$ cat config.mk
export PLATFORM = sky130hd
export DESIGN_NAME = dnn_run_sequencer_flat
export DESIGN_NICKNAME = d
export VERILOG_FILES = /design/src/rtl/dnn_seq_if.sv /design/src/rtl/dnn_run_sequencer.sv /design/src/flat_wrapper.sv
export SDC_FILE = /design/constraint.sdc
export NUM_CORES = 1
export LEC_CHECK = 0
export CAP_MARGIN = 5
export CORE_UTILIZATION = 55
export DETAILED_ROUTE_END_ITERATION = 8
export PLACE_DENSITY_LB_ADDON = 0.1
export SYNTH_ARGS = -nofsm -noshare
export SYNTH_HDL_FRONTEND = slang
export SYNTH_SLANG_ARGS = --single-unit
$ cat constraint.sdc
create_clock -name clk -period 6.1 [get_ports clk]
set_clock_uncertainty 0.1 [all_clocks]
set_input_delay 0.61 -clock clk [delete_from_list [all_inputs] [get_ports clk]]
set_output_delay 0.61 -clock clk [all_outputs]
set_load 0.02 [all_outputs]
$ cat src/rtl/dnn_seq_if.sv
// Host/accelerator-facing signal bundle of the run sequencer.
// The sequencer connects through the slave modport; the driving side uses master.
interface dnn_seq_if #(
  parameter int RUNS_W = 8,
  parameter int CYC_W  = 64,
  parameter int TMO_W  = 32
);
  logic              cfg_valid;
  logic              cfg_ready;
  logic [RUNS_W-1:0] cfg_num_runs;
  logic [TMO_W-1:0]  cfg_timeout;
  logic              abort;
  logic              dnn_start;
  logic              dnn_done;
  logic              busy;
  logic [RUNS_W-1:0] run_idx;
  logic              stat_valid;
  logic [RUNS_W-1:0] stat_run_idx;
  logic [CYC_W-1:0]  stat_cycles;
  logic              stat_timeout;
  logic              seq_done;
  logic              seq_err;
  logic [CYC_W-1:0]  total_cycles;

  modport slave (
    input  cfg_valid, cfg_num_runs, cfg_timeout, abort, dnn_done,
    output cfg_ready, dnn_start, busy, run_idx, stat_valid, stat_run_idx,
           stat_cycles, stat_timeout, seq_done, seq_err, total_cycles
  );

  modport master (
    output cfg_valid, cfg_num_runs, cfg_timeout, abort, dnn_done,
    input  cfg_ready, dnn_start, busy, run_idx, stat_valid, stat_run_idx,
           stat_cycles, stat_timeout, seq_done, seq_err, total_cycles
  );
endinterface

$ cat src/rtl/dnn_run_sequencer.sv
// Launches back-to-back accelerator runs, times each one, and reports per-run and total cycle counts.
// Define DNN_SEQ_TIMEOUT_EN to build the per-run hang timeout; otherwise cfg_timeout is ignored.
module dnn_run_sequencer #(
  parameter int RUNS_W     = 8,
  parameter int CYC_W      = 64,
  parameter int TMO_W      = 32,
  parameter int GAP_CYCLES = 4
) (
  input  logic         clk,
  input  logic         rst_n,
  dnn_seq_if.slave     bus
);

  localparam logic [2:0] S_IDLE   = 3'd0;
  localparam logic [2:0] S_LAUNCH = 3'd1;
  localparam logic [2:0] S_WAIT   = 3'd2;
  localparam logic [2:0] S_GAP    = 3'd3;
  localparam logic [2:0] S_FINISH = 3'd4;
  localparam int         GAP_W    = 8;
  localparam logic [CYC_W-1:0] CYC_MAX = '1;

  logic [2:0]        state_reg, state_next;
  logic [RUNS_W-1:0] num_runs_reg, run_idx_reg, stat_run_idx_reg;
  logic [CYC_W-1:0]  run_cnt_reg, total_reg, stat_cycles_reg;
  logic [GAP_W-1:0]  gap_cnt_reg;
  logic              dnn_start_reg, stat_valid_reg, stat_timeout_reg;
  logic              seq_done_reg, seq_err_reg;
  logic              handshake, last_run, timeout_hit, active, err_set;

  assign handshake = bus.cfg_valid && (state_reg == S_IDLE);
  assign last_run  = (run_idx_reg == num_runs_reg - 1'b1);
  assign active    = (state_reg == S_LAUNCH) || (state_reg == S_WAIT) || (state_reg == S_GAP);

`ifdef DNN_SEQ_TIMEOUT_EN
  logic [TMO_W-1:0] tmo_reg;

  always_ff @(posedge clk or negedge rst_n) begin
    if (!rst_n) begin
      tmo_reg <= '0;
    end else if (handshake) begin
      tmo_reg <= bus.cfg_timeout;
    end
  end

  assign timeout_hit = (state_reg == S_WAIT) && (tmo_reg != '0) &&
                       (run_cnt_reg >= CYC_W'(tmo_reg));
`else
  assign timeout_hit = 1'b0;
`endif

  // Abort only counts while a run is in flight; a timeout loses to a simultaneous done.
  assign err_set = (bus.abort && active) || (timeout_hit && !bus.dnn_done);

  always_comb begin
    state_next = state_reg;
    case (state_reg)
      S_IDLE: begin
        if (handshake) begin
          state_next = (bus.cfg_num_runs == '0) ? S_FINISH : S_LAUNCH;
        end
      end
      S_LAUNCH: state_next = bus.abort ? S_FINISH : S_WAIT;
      S_WAIT: begin
        if (bus.dnn_done) begin
          state_next = (bus.abort || last_run) ? S_FINISH : S_GAP;
        end else if (bus.abort || timeout_hit) begin
          state_next = S_FINISH;
        end
      end
      S_GAP: begin
        if (bus.abort) begin
          state_next = S_FINISH;
        end else if (gap_cnt_reg == GAP_W'(GAP_CYCLES - 1)) begin
          state_next = S_LAUNCH;
        end
      end
      S_FINISH: state_next = S_IDLE;
      default:  state_next = S_IDLE;
    endcase
  end

  always_ff @(posedge clk or negedge rst_n) begin
    if (!rst_n) begin
      state_reg        <= S_IDLE;
      num_runs_reg     <= '0;
      run_idx_reg      <= '0;
      run_cnt_reg      <= '0;
      total_reg        <= '0;
      gap_cnt_reg      <= '0;
      dnn_start_reg    <= 1'b0;
      stat_valid_reg   <= 1'b0;
      stat_run_idx_reg <= '0;
      stat_cycles_reg  <= '0;
      stat_timeout_reg <= 1'b0;
      seq_done_reg     <= 1'b0;
      seq_err_reg      <= 1'b0;
    end else begin
      state_reg      <= state_next;
      dnn_start_reg  <= (state_next == S_LAUNCH);
      seq_done_reg   <= (state_next == S_FINISH);
      stat_valid_reg <= 1'b0;

      if (handshake) begin
        num_runs_reg <= bus.cfg_num_runs;
        run_idx_reg  <= '0;
        total_reg    <= '0;
        seq_err_reg  <= 1'b0;
      end
      if (err_set) begin
        seq_err_reg <= 1'b1;
      end
      if (active && (total_reg != CYC_MAX)) begin
        total_reg <= total_reg + 1'b1;
      end

      case (state_reg)
        // Counter holds 1 during the first WAIT cycle so a done there reports one cycle.
        S_LAUNCH: run_cnt_reg <= CYC_W'(1);
        S_WAIT: begin
          gap_cnt_reg <= '0;
          if (run_cnt_reg != CYC_MAX) begin
            run_cnt_reg <= run_cnt_reg + 1'b1;
          end
          if (bus.dnn_done || timeout_hit) begin
            stat_valid_reg   <= 1'b1;
            stat_run_idx_reg <= run_idx_reg;
            stat_cycles_reg  <= run_cnt_reg;
            stat_timeout_reg <= !bus.dnn_done;
          end
        end
        S_GAP: begin
          gap_cnt_reg <= gap_cnt_reg + 1'b1;
          if (state_next == S_LAUNCH) begin
            run_idx_reg <= run_idx_reg + 1'b1;
          end
        end
        default: ;
      endcase
    end
  end

  assign bus.cfg_ready    = (state_reg == S_IDLE);
  assign bus.busy         = (state_reg != S_IDLE);
  assign bus.dnn_start    = dnn_start_reg;
  assign bus.run_idx      = run_idx_reg;
  assign bus.stat_valid   = stat_valid_reg;
  assign bus.stat_run_idx = stat_run_idx_reg;
  assign bus.stat_cycles  = stat_cycles_reg;
  assign bus.stat_timeout = stat_timeout_reg;
  assign bus.seq_done     = seq_done_reg;
  assign bus.seq_err      = seq_err_reg;
  assign bus.total_cycles = total_reg;

endmodule

$ cat src/flat_wrapper.sv
// flat-port wrapper written by rule: the top's interface ports become plain ports
module dnn_run_sequencer_flat 
#(
  parameter int RUNS_W     = 8,
  parameter int CYC_W      = 64,
  parameter int TMO_W      = 32,
  parameter int GAP_CYCLES = 4
)
  (clk, rst_n, bus_cfg_valid, bus_cfg_num_runs, bus_cfg_timeout, bus_abort, bus_dnn_done, bus_cfg_ready, bus_dnn_start, bus_busy, bus_run_idx, bus_stat_valid, bus_stat_run_idx, bus_stat_cycles, bus_stat_timeout, bus_seq_done, bus_seq_err, bus_total_cycles);
  dnn_seq_if #(.RUNS_W(RUNS_W), .CYC_W(CYC_W), .TMO_W(TMO_W)) bus_i ();
  input  logic clk;
  input  logic rst_n;
  input wire logic [$bits(bus_i.cfg_valid)-1:0] bus_cfg_valid;
  input wire logic [$bits(bus_i.cfg_num_runs)-1:0] bus_cfg_num_runs;
  input wire logic [$bits(bus_i.cfg_timeout)-1:0] bus_cfg_timeout;
  input wire logic [$bits(bus_i.abort)-1:0] bus_abort;
  input wire logic [$bits(bus_i.dnn_done)-1:0] bus_dnn_done;
  output wire logic [$bits(bus_i.cfg_ready)-1:0] bus_cfg_ready;
  output wire logic [$bits(bus_i.dnn_start)-1:0] bus_dnn_start;
  output wire logic [$bits(bus_i.busy)-1:0] bus_busy;
  output wire logic [$bits(bus_i.run_idx)-1:0] bus_run_idx;
  output wire logic [$bits(bus_i.stat_valid)-1:0] bus_stat_valid;
  output wire logic [$bits(bus_i.stat_run_idx)-1:0] bus_stat_run_idx;
  output wire logic [$bits(bus_i.stat_cycles)-1:0] bus_stat_cycles;
  output wire logic [$bits(bus_i.stat_timeout)-1:0] bus_stat_timeout;
  output wire logic [$bits(bus_i.seq_done)-1:0] bus_seq_done;
  output wire logic [$bits(bus_i.seq_err)-1:0] bus_seq_err;
  output wire logic [$bits(bus_i.total_cycles)-1:0] bus_total_cycles;
  assign bus_i.cfg_valid = bus_cfg_valid;
  assign bus_i.cfg_num_runs = bus_cfg_num_runs;
  assign bus_i.cfg_timeout = bus_cfg_timeout;
  assign bus_i.abort = bus_abort;
  assign bus_i.dnn_done = bus_dnn_done;
  assign bus_cfg_ready = bus_i.cfg_ready;
  assign bus_dnn_start = bus_i.dnn_start;
  assign bus_busy = bus_i.busy;
  assign bus_run_idx = bus_i.run_idx;
  assign bus_stat_valid = bus_i.stat_valid;
  assign bus_stat_run_idx = bus_i.stat_run_idx;
  assign bus_stat_cycles = bus_i.stat_cycles;
  assign bus_stat_timeout = bus_i.stat_timeout;
  assign bus_seq_done = bus_i.seq_done;
  assign bus_seq_err = bus_i.seq_err;
  assign bus_total_cycles = bus_i.total_cycles;
  dnn_run_sequencer #(.RUNS_W(RUNS_W), .CYC_W(CYC_W), .TMO_W(TMO_W), .GAP_CYCLES(GAP_CYCLES)) u_core (.clk(clk), .rst_n(rst_n), .bus(bus_i));
endmodule
Yosys cells after proc, flatten, opt, wreduce, memory -nomap -nowiden. Index checks and enable logic that the tools add are counted.

Reductions and logical operators: 16. Mux-type cells: 21. Add/sub/neg operators: 5. Equal/unequal tests: 10.

Operator list (number): 2-to-1 mux 64 bit (3); adder 64 x 1 -> 64 bit (second input constant) (2); inequality test 64 bit (second input constant) (2); case mux 64 bit (2 select lines) (1); 2-to-1 mux 3 bit (8); 2-to-1 mux 8 bit (3); adder 8 x 1 -> 8 bit (second input constant) (2); case mux 8 bit (2 select lines) (1); case mux 3 bit (4 select lines) (1); == test 8 x 2 -> 1 bit (second input constant) (1); == test 8 bit (1); logical NOT 8 bit (1); nonzero test 2 bit (4); subtractor 8 x 1 -> 8 bit (second input constant) (1); == test 3 x 1 -> 1 bit (second input constant) (2); == test 3 x 2 -> 1 bit (second input constant) (2); 2-to-1 mux 1 bit (4); AND reduction 2 bit (2); == test 3 bit (second input constant) (1); logical AND 1 bit (3); logical NOT 3 bit (1); logical OR 1 bit (3); nonzero test 3 bit (1); inequality test 2 bit (second input constant) (1); logical NOT 1 bit (1).

Bits of input ports: 45. Output and inout port bits: 151. Flip-flop bits (word level): 232.

Logic depth before layout (Yosys ltp). Gate-level depths: netlist of the first run.

Depth in word-level cells: 9. Depth in mapped cells: 10.

Worst setup path after synthesis of the first run. Ideal clock, no wire load.

Kind: flip-flop to flip-flop. From: register u_core.state_reg[1]. To: register u_core.total_reg[56], in the netlist u_core.bus.total_cycles[56]. Clock period less this slack: 2.695 ns. Library setup time: 0.143 ns. Slack: 3.405 ns. Arrival: 2.451 ns. Path buffers: 3. Stages on the path, launching flop included: 9. Path through: dfrtp_1 -> buf_6 -> nor3_1 -> and2_1 -> clkbuf_1 -> nor3_1 -> a21oi_1 -> clkbuf_1 -> a31oi_1.

RTL lines: start, declared (RTL line dnn_run_sequencer.sv:22) `logic [2:0] state_reg, state_next;`; start signal, assigned (RTL line dnn_run_sequencer.sv:98) `state_reg <= state_next;`; logical NOT 3 bit; named net bus_cfg_ready (RTL line flat_wrapper.sv:18) `output wire logic [$bits(bus_i.cfg_ready)-1:0] bus_cfg_ready;`; logical AND 1 bit (RTL line dnn_run_sequencer.sv:30) `assign handshake = bus.cfg_valid && (state_reg == S_IDLE);`; nonzero test 2 bit (no line); end signal, assigned (RTL line dnn_run_sequencer.sv:113) `total_reg <= total_reg + 1'b1;`; end, declared (RTL line dnn_run_sequencer.sv:24) `logic [CYC_W-1:0] run_cnt_reg, total_reg, stat_cycles_reg;`.

The timed path passes the listed nets, and every way through them passes these cells. A chain may end at the register's enable or synchronous reset.

Worst setup path in the final report of the first run.
From: register u_core.state_reg[2]. To: register u_core.run_cnt_reg[58].

Longest elaborated chain between the ends: 3.

Ends and longest elaborated chain: == test 3 x 2 -> 1 bit or == test 3 x 1 -> 1 bit (tied branches) (RTL line dnn_run_sequencer.sv:116) `case (state_reg)`; inequality test 2 bit (no line) or nonzero test 2 bit (tied branches); AND reduction 2 bit (no line); end signal, assigned (RTL line dnn_run_sequencer.sv:122) `run_cnt_reg <= run_cnt_reg + 1'b1;`; end, declared (RTL line dnn_run_sequencer.sv:24).

Parallel ways exist; a longest one is shown, timed or not.

==> summary.md, run 1 <==
| Metric | Value |
|---|---|
| Post-Layout Cell Count | 1739 |
| Drc violations | 0 |
| Vias per Instance | 5.86 |
| Syn_nets | 1379 |
| Slowest CP cell | nand4_1 |
| H-tree Lvls | 1 |
| Peak VDD IR | between 400 and 500 uV |
| Slew margin rel. | 27.3% |
| Tcrit/Tclk final | between 50% and 60% |
| Clock buffer count from CTS | 25 |
| Synth area leader | dfrtp_1 |
| Post-synthesis cell area | 0.0116 mm^2 |
| CTS Root Cell | clkbuf_16 |
| Hold Vio Cnt, Final | 0 |
| Syn Area/Cell | between 8 and 9 um^2 |
| Fraction of layout cells with a size suffix above 1 | 4.70% |
| Row Count | 52 |
| Placed insts | ~1700 |
| Worst-path cell chain | nand2b_1 -> nor2_1 -> nand4_1 -> or2_2 -> a2111o_1 -> a21oi_1 |
| CTS tree | yes |
| Placed Area | 0.0134 mm^2 |
| Reg power frac | between 30% and 40% |
| Pwr dens | 348 mW/mm^2 |
| Die area | 0.0217 mm^2 |
| Top Usage Layer GRT | met2 |
| Overall routing resource usage | 27.2% |
| Slew Viols, Final | 0 |
| Initial core utilization | 56.7% |
| Vias | 10195 |
| Detail Route Antenna Nets | 0 |
| Critical path launch point type | flip-flop |
| RSZ-0062 raised after global routing | no |
| Max-cap violations | 0 |
| Fin Setup TNS | 0 ns |
| DR pass1 iterations | 5 |
| # hold bufs at CTS | 0 |
| Synth unique cells | 56 |
| Clock latency on the worst-skew pair | approximately 0.52 ns |
| Place WS | 2.55 ns |
| WL/cell | 16.4 um |
| Register area share after synthesis | 49.9% |
| Synth Flop Type | dfrtp_1 |
| Initial antenna violation count | 0 |
| Largest net degree at the start of global routing | 119 |
| CTS Sinks | 232 |
| Global route total overflow | 0 |
| WP buf/inv | 0 |
| Switch share | 35.8% |
| Crit Path Max Fanout | 20 |
| Number of flops mapped to enable cells by yosys | 0 |
| Pint | 3.18 mW |
| Die width | around 150 um |
| Post-CTS Setup Repair Bufs | 0 |
| Post-route setup slack | between 2 and 3 ns |
| Mapped Cells | 1329 |
| Fmax | 283 MHz |
| Worst path max stage delay | 0.88 ns |
| Design Area, Final | roughly 0.014 mm^2 |
| Post-DP HPWL | about 19000 um |
| PortBufs | 163 |
| Global-route wire length before repair | 48800 um |
| Met3 usage | between 3 and 4% |
| I/O pin count | 196 |
| CP endpoint kind | flip-flop |
| Status | finished, final reports clean |
| Worst Path Required | 6.43 ns |
| Clock network fraction of total power | 31.7% |
| Ys async rst share | 100% |
| Met1 usage | a little under two fifths |
| Max clock buf depth | 3 |
| Yosys reg bits | 232 |
| Yosys warnings | 0 |
| Tot Pwr | 4.95 mW |
| WL final | 28500 um |
| Post-CTS sizing | 0 |
| Number of global-route vias before repair | 9675 |
| CP Class | flip-flop to flip-flop |
| Final setup violation count | 0 |
| Core footprint | 0.0205 mm^2 |
| Antenna Cells | 0 |
| Synth top area share | 49.9% |
| Synth area leaders | dfrtp_1 50%, nand2_1 10%, a21oi_1 3.4%, xnor2_1 3.2%, nand3_1 2.9% |
| Most common cell in the netlist | nand2_1 |
| GR Layer Usage met2 | around 45% |
| Die height | 147 um |
| CP delay by family, top | simple AND/OR/NAND/NOR gates |
| Worst min-delay path class | input port to async pin |
| Most common library cells after synthesis | 313 x nand2_1, 232 x dfrtp_1, 80 x a21oi_1, 79 x nor2_1, 67 x nand3_1 |
| Min Tclk post-route | 3.54 ns |
| P_leak | approximately 6 nW |
| Gp weighted congestion | 0.839 |
| Net load switching power | ~1.8 mW |
| Worst-path clk slew | 0.06 ns |
| Area growth syn-to-layout | 22.5% |
| Data arrival time of the worst path | 3.87 ns |
| Iter 0 DRT Violations | 594 |
| Gate power share | 29.1% |
| Least-Margin Pin Slew | 1.09 ns |
| Final nets | 1501 |
power by group through the flow:
stage	clock, mW	sequential, mW	combinational [mW]
3_3_place_gp	0	1.96	1.42
3_5_place_dp	0	1.96	1.44
5_1_grt	1.65	1.98	1.59
4_1_cts	1.60	1.94	1.45
2_1_floorplan	0	2.04	0.822
6_report	1.57	1.94	1.44
layout by cell type, fill, tap and decap left out, types with 8 or more instances in the layout:
cell               n
or4_1             10
clkbuf_16         25
clkdlybuf4s50_1  162
and2_1            12
or3_1             31
a21oi_1           78
inv_1             29
a21o_1            16
nand2b_1           8
nand4_1           50
nand3_1           67
and3_1            13
a31oi_1           31
nor2_1            79
nor4_1            23
mux2i_1           12
o21ai_0           65
dfrtp_1          232
nor3_1            20
nand2_1          312
o31ai_1           12
and4_1            19
or2_2              9
xnor2_1           43
cells by family after synthesis:
family / share of synthesized area (%)
multiplexers: 1.03
flip-flops: 49.9
XOR/XNOR: 3.54
AND/OR/NAND/NOR: 27.8
AO/OA/AOI/OAI: 13.6
buffers and inverters: 3.58
adder cells (fa/ha/maj): 0.538
layer usage:
| layer | routed length, um | part of all wire (%) |
|---|---|---|
| met5 | 0 | 0 |
| met4 | 478 | 1.7 |
| met3 | 1490 | 5.2 |
| met2 | 13900 | 49 |
| met1 | 12600 | 44 |
final timing paths:
kind	from	end	slack [ns]	depth (start not counted)
min in group clk	u_core.bus.stat_cycles[34]	u_core.bus.stat_cycles[34]	0.37	2
worst max-delay path	u_core.state_reg[2]	u_core.run_cnt_reg[58]	2.56	6
worst min register to register	u_core.bus.stat_cycles[34]	u_core.bus.stat_cycles[34]	0.37	2
max in group asynchronous	rst_n	u_core.bus.total_cycles[13]	4.75	2
worst min-delay path	rst_n	u_core.bus.stat_cycles[43]	0.06	1
worst max register to register	u_core.state_reg[2]	u_core.run_cnt_reg[58]	2.56	6
through the flow:
stage                     hold WS (ns)  utilization [%]
after floorplan                  0.214                -
after global placement           0.356             65.3
after detailed placement         0.362             65.3
after CTS                        0.122             69.5
after global routing             0.129             69.5
final                           0.0625             69.5
layout make-up:
type                            count  area (um^2)
Tap cell                          270          338
Sequential cell                   232         5810
Fill cell                        1715         6260
Clock buffer                       34          729
Multi-Input combinational cell    993         5430
Timing Repair Buffer              169         1690
Inverter                           30          113
Clock inverter                     11          133
Power figures use the tool's default switching activity.
==> inputs of run 2 (changes only) <==
- CORE_UTILIZATION: 55 -> 54
- clock period: 6.1 -> 3.5 ns (I/O delays scaled with it)
==> summary.md, run 2 (synthesis results as in run 1) <==
| Metric | Value |
|---|---|
| P_leak | 6.23 nW |
| Core footprint | 0.0211 mm^2 |
| Tot Pwr | between 8 and 9 mW |
| Post-DP HPWL | roughly 20000 um |
| Data arrival time of the worst path | 3.19 ns |
| Fin Setup TNS | 0 ns |
| Global route total overflow | 0 |
| Worst path max stage delay | 0.54 ns |
| WL/cell | between 15 and 20 um |
| R2R Path End | u_core.run_cnt_reg[63] |
| Gp weighted congestion | 0.837 |
| Die width | around 150 um |
| Tcrit/Tclk final | 81.3% |
| Hold Vio Cnt, Final | 0 |
| Global-route wire length before repair | just under 50000 um |
| H-tree Lvls | 1 |
| Slowest CP cell | or3b_1 |
| PortBufs | 163 |
| Initial antenna violation count | 0 |
| Crit Reg-Reg Startpoint | u_core.state_reg[1] |
| Number of global-route vias before repair | 9880 |
| CTS Sinks | 232 |
| RSZ-0062 raised after global routing | no |
| CP Class | flip-flop to flip-flop |
| Overall routing resource usage | 27.2% |
| Clock buffer count from CTS | 25 |
| Area growth syn-to-layout | 24.5% |
| Hold depth | 3 |
| Die area | between 0.02 and 0.025 mm^2 |
| Worst-path clk slew | ~0.060 ns |
| Final setup violation count | 0 |
| Post-Layout Cell Count | 1766 |
| Pwr dens | 613 mW/mm^2 |
| Placed insts | 1720 |
| Worst R2R Setup Slack | 0.65 ns |
| WL final | 29400 um |
| Vias | between 10000 and 15000 |
| Core Util, Final | 68.6% |
| Post-CTS sizing | 0 |
| Max-cap violations | 0 |
| Slew margin rel. | 47.4% |
| Drc violations | 0 |
| Iter 0 DRT Violations | around 620 |
| Fmax | 351 MHz |
| Worst min-delay path class | input port to flip-flop |
| Post-CTS Setup Repair Bufs | 0 |
| Max clock buf depth | 3 |
| Status | finished, final reports clean |
| Clock latency on the worst-skew pair | 0.52 ns |
| I/O pin count | 196 |
| Hold Path Origin | bus_cfg_num_runs[6] |
| Row Count | 53 |
| Slew Viols, Final | 0 |
| # hold bufs at CTS | 1 |
| Fraction of layout cells with a size suffix above 1 | 6.10% |
| Vias per Instance | 5.88 |
| Critical path launch point type | flip-flop |
| Worst-path cell chain | or3b_1 -> a211oi_4 -> nand4_4 -> a311o_1 -> or4_1 -> a21oi_1 |
| Crit Path Max Fanout | 12 |
| Most frequent cells in the layout | 312 x nand2_1, 232 x dfrtp_1, 162 x clkdlybuf4s50_1 |
| Least-Margin Pin Slew | ~0.79 ns |
| Commonest non-fill, non-tap cell in the layout | nand2_1 |
| Antenna Cells | 0 |
| Largest net degree at the start of global routing | 102 |
| Final nets | 1523 |
| CTS tree | yes |
| DR pass1 iterations | 5 |
| Min Tclk post-route | 2.85 ns |
| WP buf/inv | 0 |
| Hold EP | u_core.num_runs_reg[6] |
| CP delay by family, top | simple AND/OR/NAND/NOR gates |
| Detail Route Antenna Nets | 0 |
| CTS Root Cell | clkbuf_16 |
| Worst Path Required | about 3.8 ns |
| R2R depth | 6 |
| Peak VDD IR | 472 uV |
| Initial core utilization | 55.1% |
| Die height | 149 um |
| Hold WS | 0.290 ns |
| CP endpoint kind | flip-flop |
==> run 2: power by group <==
group,internal (mW),switching (mW),leakage [nW]
clock,1.71,1.08,0.434
combinational,1.02,1.69,2.59
sequential,2.97,0.420,3.20
==> run 2: area by class of cell <==
class	instances	area (um^2)
Fill cell	1686	6610
Sequential cell	232	5810
Multi-Input combinational cell	993	5430
Timing Repair Buffer	191	1910
Clock buffer	31	698
Tap cell	275	344
Clock inverter	14	179
Inverter	30	113
==> run 2: worst max path at each step <==
stage / startpoint / cells after the start / to
floorplan: u_core.state_reg[1] / 8 / u_core.bus.total_cycles[56]
finish: u_core.state_reg[1] / 6 / u_core.run_cnt_reg[63]
CTS: u_core.state_reg[1] / 6 / u_core.run_cnt_reg[63]
detailed placement: u_core.state_reg[1] / 6 / u_core.run_cnt_reg[63]
global placement: u_core.state_reg[1] / 6 / u_core.run_cnt_reg[63]
global route: u_core.state_reg[2] / 8 / u_core.run_cnt_reg[54]
==> run 2: per-stage QoR <==
step | area (um^2) | worst slack [ns]
floorplan | 11600 | 0.805
global placement | 13600 | 0.763
detailed placement | 13600 | 0.710
CTS | 14500 | 0.687
global route | 14500 | 0.446
finish | 14500 | 0.653
==> run 2: per-layer routing <==
metal  up-vias  routed length, um  GRT usage [%]
li1       4997                  -              -
met2       310              14300           45.2
met1      5027              12900           37.0
met5         -                  0              0
met3        42               1610           3.80
met4         0                516           7.78
==> run 2: tightest hold or removal path, cell delays in order <==
cell and delay (ns):
clkdlybuf4s50_1 0.42, nand2_1 0.06, nand2_1 0.04
==> inputs of run 3 (changes only) <==
- clock period: 3.5 -> 2.84 ns (I/O delays scaled with it)
==> summary.md, run 3 (synthesis results as in run 1) <==
| Metric | Value |
|---|---|
| Status | finished, final reports clean |
| Initial antenna violation count | 0 |
| Die height | 149 um |
| Net load switching power | slightly below 4 mW |
| Die width | 149 um |
| Peak VDD IR | 646 uV |
| Worst min-delay path class | input port to flip-flop |
| Core footprint | 0.0211 mm^2 |
| Commonest non-fill, non-tap cell in the layout | nand2_1 |
| Fin Setup TNS | 0 ns |
| Die area | 0.0221 mm^2 |
| Vias per Instance | slightly below 6 |
| Initial core utilization | 55.1% |
| Clock network fraction of total power | between 20 and 30% |
| Place WS | approximately 0.10 ns |
| Switch share | 35.9% |
| Min Tclk post-route | 2.72 ns |
| CTS tree | yes |
| Row Count | 53 |
| Max clock buf depth | 3 |
| Antenna Cells | 0 |
| Max-cap violations | 0 |
| Area growth syn-to-layout | 28.3% |
| Detail Route Antenna Nets | 0 |
| Most frequent cells in the layout | 312 x nand2_1, 232 x dfrtp_1, 162 x clkdlybuf4s50_1 |
| WL final | 30200 um |
| Multi-input gate area | 0.00547 mm^2 |
| CP endpoint kind | flip-flop |
| Fmax | about 370 MHz |
| Reg power frac | 36.7% |
| Slew Viols, Final | 0 |
| Data arrival time of the worst path | between 3 and 4 ns |
| WL/cell | ~17 um |
| Pwr dens | 736 mW/mm^2 |
| Post-CTS Setup Repair Bufs | 0 |
| Largest net degree at the start of global routing | 93 |
| CTS Sinks | between 200 and 250 |
| Crit Reg-Reg Startpoint | u_core.state_reg[0] |
| Beginning of the critical path | u_core.state_reg[0] |
| Hold Vio Cnt, Final | 0 |
| DR pass1 iterations | 5 |
| H-tree Lvls | 1 |
| Final nets | 1583 |
| Global route total overflow | 0 |
| CP Class | flip-flop to flip-flop |
| PortBufs | 163 |
| I/O pin count | roughly 200 |
| R2R Path End | u_core.run_cnt_reg[63] |
| Iter 0 DRT Violations | 626 |
| Drc violations | 0 |
| P_leak | 6.53 nW |
| Worst Path Required | 3.18 ns |
| RSZ-0062 raised after global routing | no |
| Gp weighted congestion | 0.850 |
| CTS Root Cell | clkbuf_16 |
| Post-route setup slack | 0.119 ns |
| Fillers | 1687 |
| Overall routing resource usage | 27.4% |
| Crit Path Max Fanout | 12 |
| Final setup violation count | 0 |
| Tcrit/Tclk final | between 90% and 100% |
| Least-Margin Pin Slew | between 0.8 and 0.9 ns |
| Vias | 10574 |
| Tot Pwr | 11.0 mW |
| Clock latency on the worst-skew pair | 0.52 ns |
| Worst R2R Setup Slack | 0.12 ns |
| Number of global-route vias before repair | 9916 |
| Gate power share | about 34% |
| Worst-path clk slew | 0.06 ns |
| Clock buffer count from CTS | 24 |
| Sequential Area | around 0.0058 mm^2 |
| Pint | 7.04 mW |
| Post-DP HPWL | approximately 21000 um |
| R2R depth | 6 |
| Critical path launch point type | flip-flop |
| CP endpoint | u_core.run_cnt_reg[63] |
| Slew margin rel. | 40.9% |
| Global-route wire length before repair | 49700 um |
| Core Util, Final | a little over 70% |
| Fraction of layout cells with a size suffix above 1 | under 10% |
run 3: cell types whose count changed in the layout (fill, tap and decap cells not counted), moves of 2 or more:
cell	previous run	this run
clkinv_2	7	5
a311o_2	0	2
clkbuf_8	5	9
clkinvlp_4	2	0
clkbuf_1	1	4
bufinv_16	4	1
a311o_1	2	0
buf_4	22	82
run 3: power by group through the flow:
stage / clock [mW] / sequential, mW / combinational [mW]
after floorplan: 0 / 4.38 / 1.77
after global placement: 0 / 4.05 / 3.61
after detailed placement: 0 / 4.07 / 3.68
after CTS: 3.27 / 4.02 / 3.71
after global routing: 3.40 / 4.08 / 4.05
final: 3.21 / 4.03 / 3.75
run 3: worst min path at each step:
| stage | startpoint | end | slack [ns] | cells past startpoint |
|---|---|---|---|---|
| 4_1_cts | bus_cfg_num_runs[7] | u_core.num_runs_reg[7] | 0.22 | 3 |
| 3_5_place_dp | rst_n | u_core.bus.stat_cycles[36] | 0.25 | 1 |
| 5_1_grt | bus_cfg_num_runs[2] | u_core.num_runs_reg[2] | 0.23 | 3 |
| 3_3_place_gp | rst_n | u_core.bus.stat_cycles[36] | 0.26 | 1 |
| 6_report | bus_cfg_num_runs[7] | u_core.num_runs_reg[7] | 0.23 | 3 |
| 2_1_floorplan | rst_n | u_core.bus.dnn_start | -0.11 | 0 |
run 3: area by class of cell:
cell class | instances | share of cell area [%]
clock inverter | 6 | 0.369
inverter | 30 | 0.755
timing repair buffer | 251 | 15.8
multi-input combinational | 994 | 36.7
clock buffer | 38 | 5.13
tap | 275 | 2.31
sequential | 232 | 38.9
run 3: critical path, stage by stage, from the launching register on:
cell,delay (ns)
dfrtp_1,0.46
or3b_1,0.45
a211oi_4,0.34
nand4_4,0.19
a311o_2,0.51
or4_1,0.43
a21oi_1,0.16
run 3: metrics by stage:
stage	std cells	cell area, um^2	hold WS (ns)
detailed placement	1780	14000	0.251
global placement	1780	14000	0.255
global route	1826	14900	0.234
finish	1826	14900	0.230
CTS	1825	14900	0.219
floorplan	1329	11600	-0.112
run 3: routing by layer:
layer,vias up,track usage [%],routed length (um)
met4,0,6.03,421
met2,302,46.1,14800
li1,5137,-,-
met5,-,0,0
met1,5102,38.0,13200
met3,33,3.40,1680
run 3: what timing repair did:
action                                  CTS  global route
hold buffers                              1             0
hold endpoints to repair                 87             0
gates resized for setup                   0             8
endpoints found under the setup margin    0            15
==> RTL change (settings of run 2) <==
The option `DNN_SEQ_TIMEOUT_EN` is turned on by a define.
--- a/src/rtl/dnn_run_sequencer.sv
+++ b/src/rtl/dnn_run_sequencer.sv
@@ -1,5 +1,7 @@
 // Launches back-to-back accelerator runs, times each one, and reports per-run and total cycle counts.
 // Define DNN_SEQ_TIMEOUT_EN to build the per-run hang timeout; otherwise cfg_timeout is ignored.
+`define DNN_SEQ_TIMEOUT_EN
+
 module dnn_run_sequencer #(
   parameter int RUNS_W     = 8,
   parameter int CYC_W      = 64,
Formal check against the unedited RTL: not equivalent (a bounded check fails within 4 cycles, from zero or initial values and one cycle with rst_n low).
==> RTL change against run 2 <==
Worst setup slack lost 0.49 ns; power up 19%; final area up 17%; count of clock-buffer cells in the layout up 7; routed wire length increased by 21%; die area grew 17%; sequential cell count is 32 higher; synthesized area grew 18%; cell count up 9.7%; critical path type unchanged; largest cell class unchanged; largest power group unchanged; highest routed layer unchanged.
==> RTL change: results (changes against run 2) <==
status=complete, no violations; initial DRC count=1009 (+63%); seq_cells=264 (+14%); VDD IR max=0.503 mV (+6.7%); R2R depth=9 (+3); count of multi-input gates=1013 (+2.0%); Placed Cells incl. Taps=1888 (+9.8%); Detail Placement HPWL=25000 um (+27%); Leakage=7.44 nW (+19%); Flop pwr share=0.379 (-0.003); largest net degree at the start of global routing=110 (+7.8%); Detailed Route WL=35600 um (+21%); Worst EP arrival=3.65 ns (+0.46 ns); total number of vias=11570 (+12%); DP Worst Slack=-0.00145 ns (-0.712 ns); multi-input logic area=6530 um^2 (+20%); vias per cell=5.97 (+1.7%); buffering overhead=0.134 (+0.00216); sequential cell area share=0.389 (-0.0121); share of cells above drive strength 1=0.118 (+0.0568); Synth Area in XOR/XNOR=0.0378 (+0.00238); crit-path max FO=38 (+26); hold_sp=bus_cfg_timeout[0]; Setup crit end=u_core.bus.stat_cycles[41]$_DFFE_PN0P_; post-synthesis mux area share=0.0673 (+0.0570); Nets=1677 (+10%); power in the clock group=0.00306 W (+10%); Seq/Total Area, Yosys=0.483 (-0.0163); gp weighted congestion=0.833 (-0.55%); Clock buf/inv share=0.0556 (-0.00497); Clock Latency Late Sink=0.54 ns (+0.02 ns); Port Buffers=195 (+20%); Worst Hold Slack=0.251 ns (-0.0389 ns); Post-Synthesis Cells=1405 (+5.7%); Hold EP=u_core.tmo_reg[0]$_DFFE_PN0P_
==> RTL change: changes by cell type in the layout (fill, tap and decap cells not counted), moves of 11 or more <==
cell             change
nand3_1             -11
dfrtp_1             +32
xor2_1              +17
inv_1               +28
o21ai_0             +22
nand2_1            -145
clkdlybuf4s50_1     +32
a21oi_1             -19
ha_1                +32
nor3_1              +31
nor4_1              +13
mux2_2              +72
==> RTL change: worst min-delay path: cells and delay by family <==
| family | cells | cell delay (ns) |
|---|---|---|
| buffers and inverters | 1 | 0.40 |
| and+or+nand+nor | 2 | 0.10 |
==> RTL change: repair_timing <==
action                     4_1_cts  5_1_grt
setup endpoints to repair       72        0
resized for setup                1        0
hold buffers                     1        0
hold endpoints to repair       105        0
==> RTL change: routing by layer <==
layer	track usage	vias up	routed length, um
met5	0	-	0
met3	0.0293	78	1730
li1	-	5457	-
met2	0.472	391	17500
met4	0.102	0	1150
met1	0.372	5644	15200
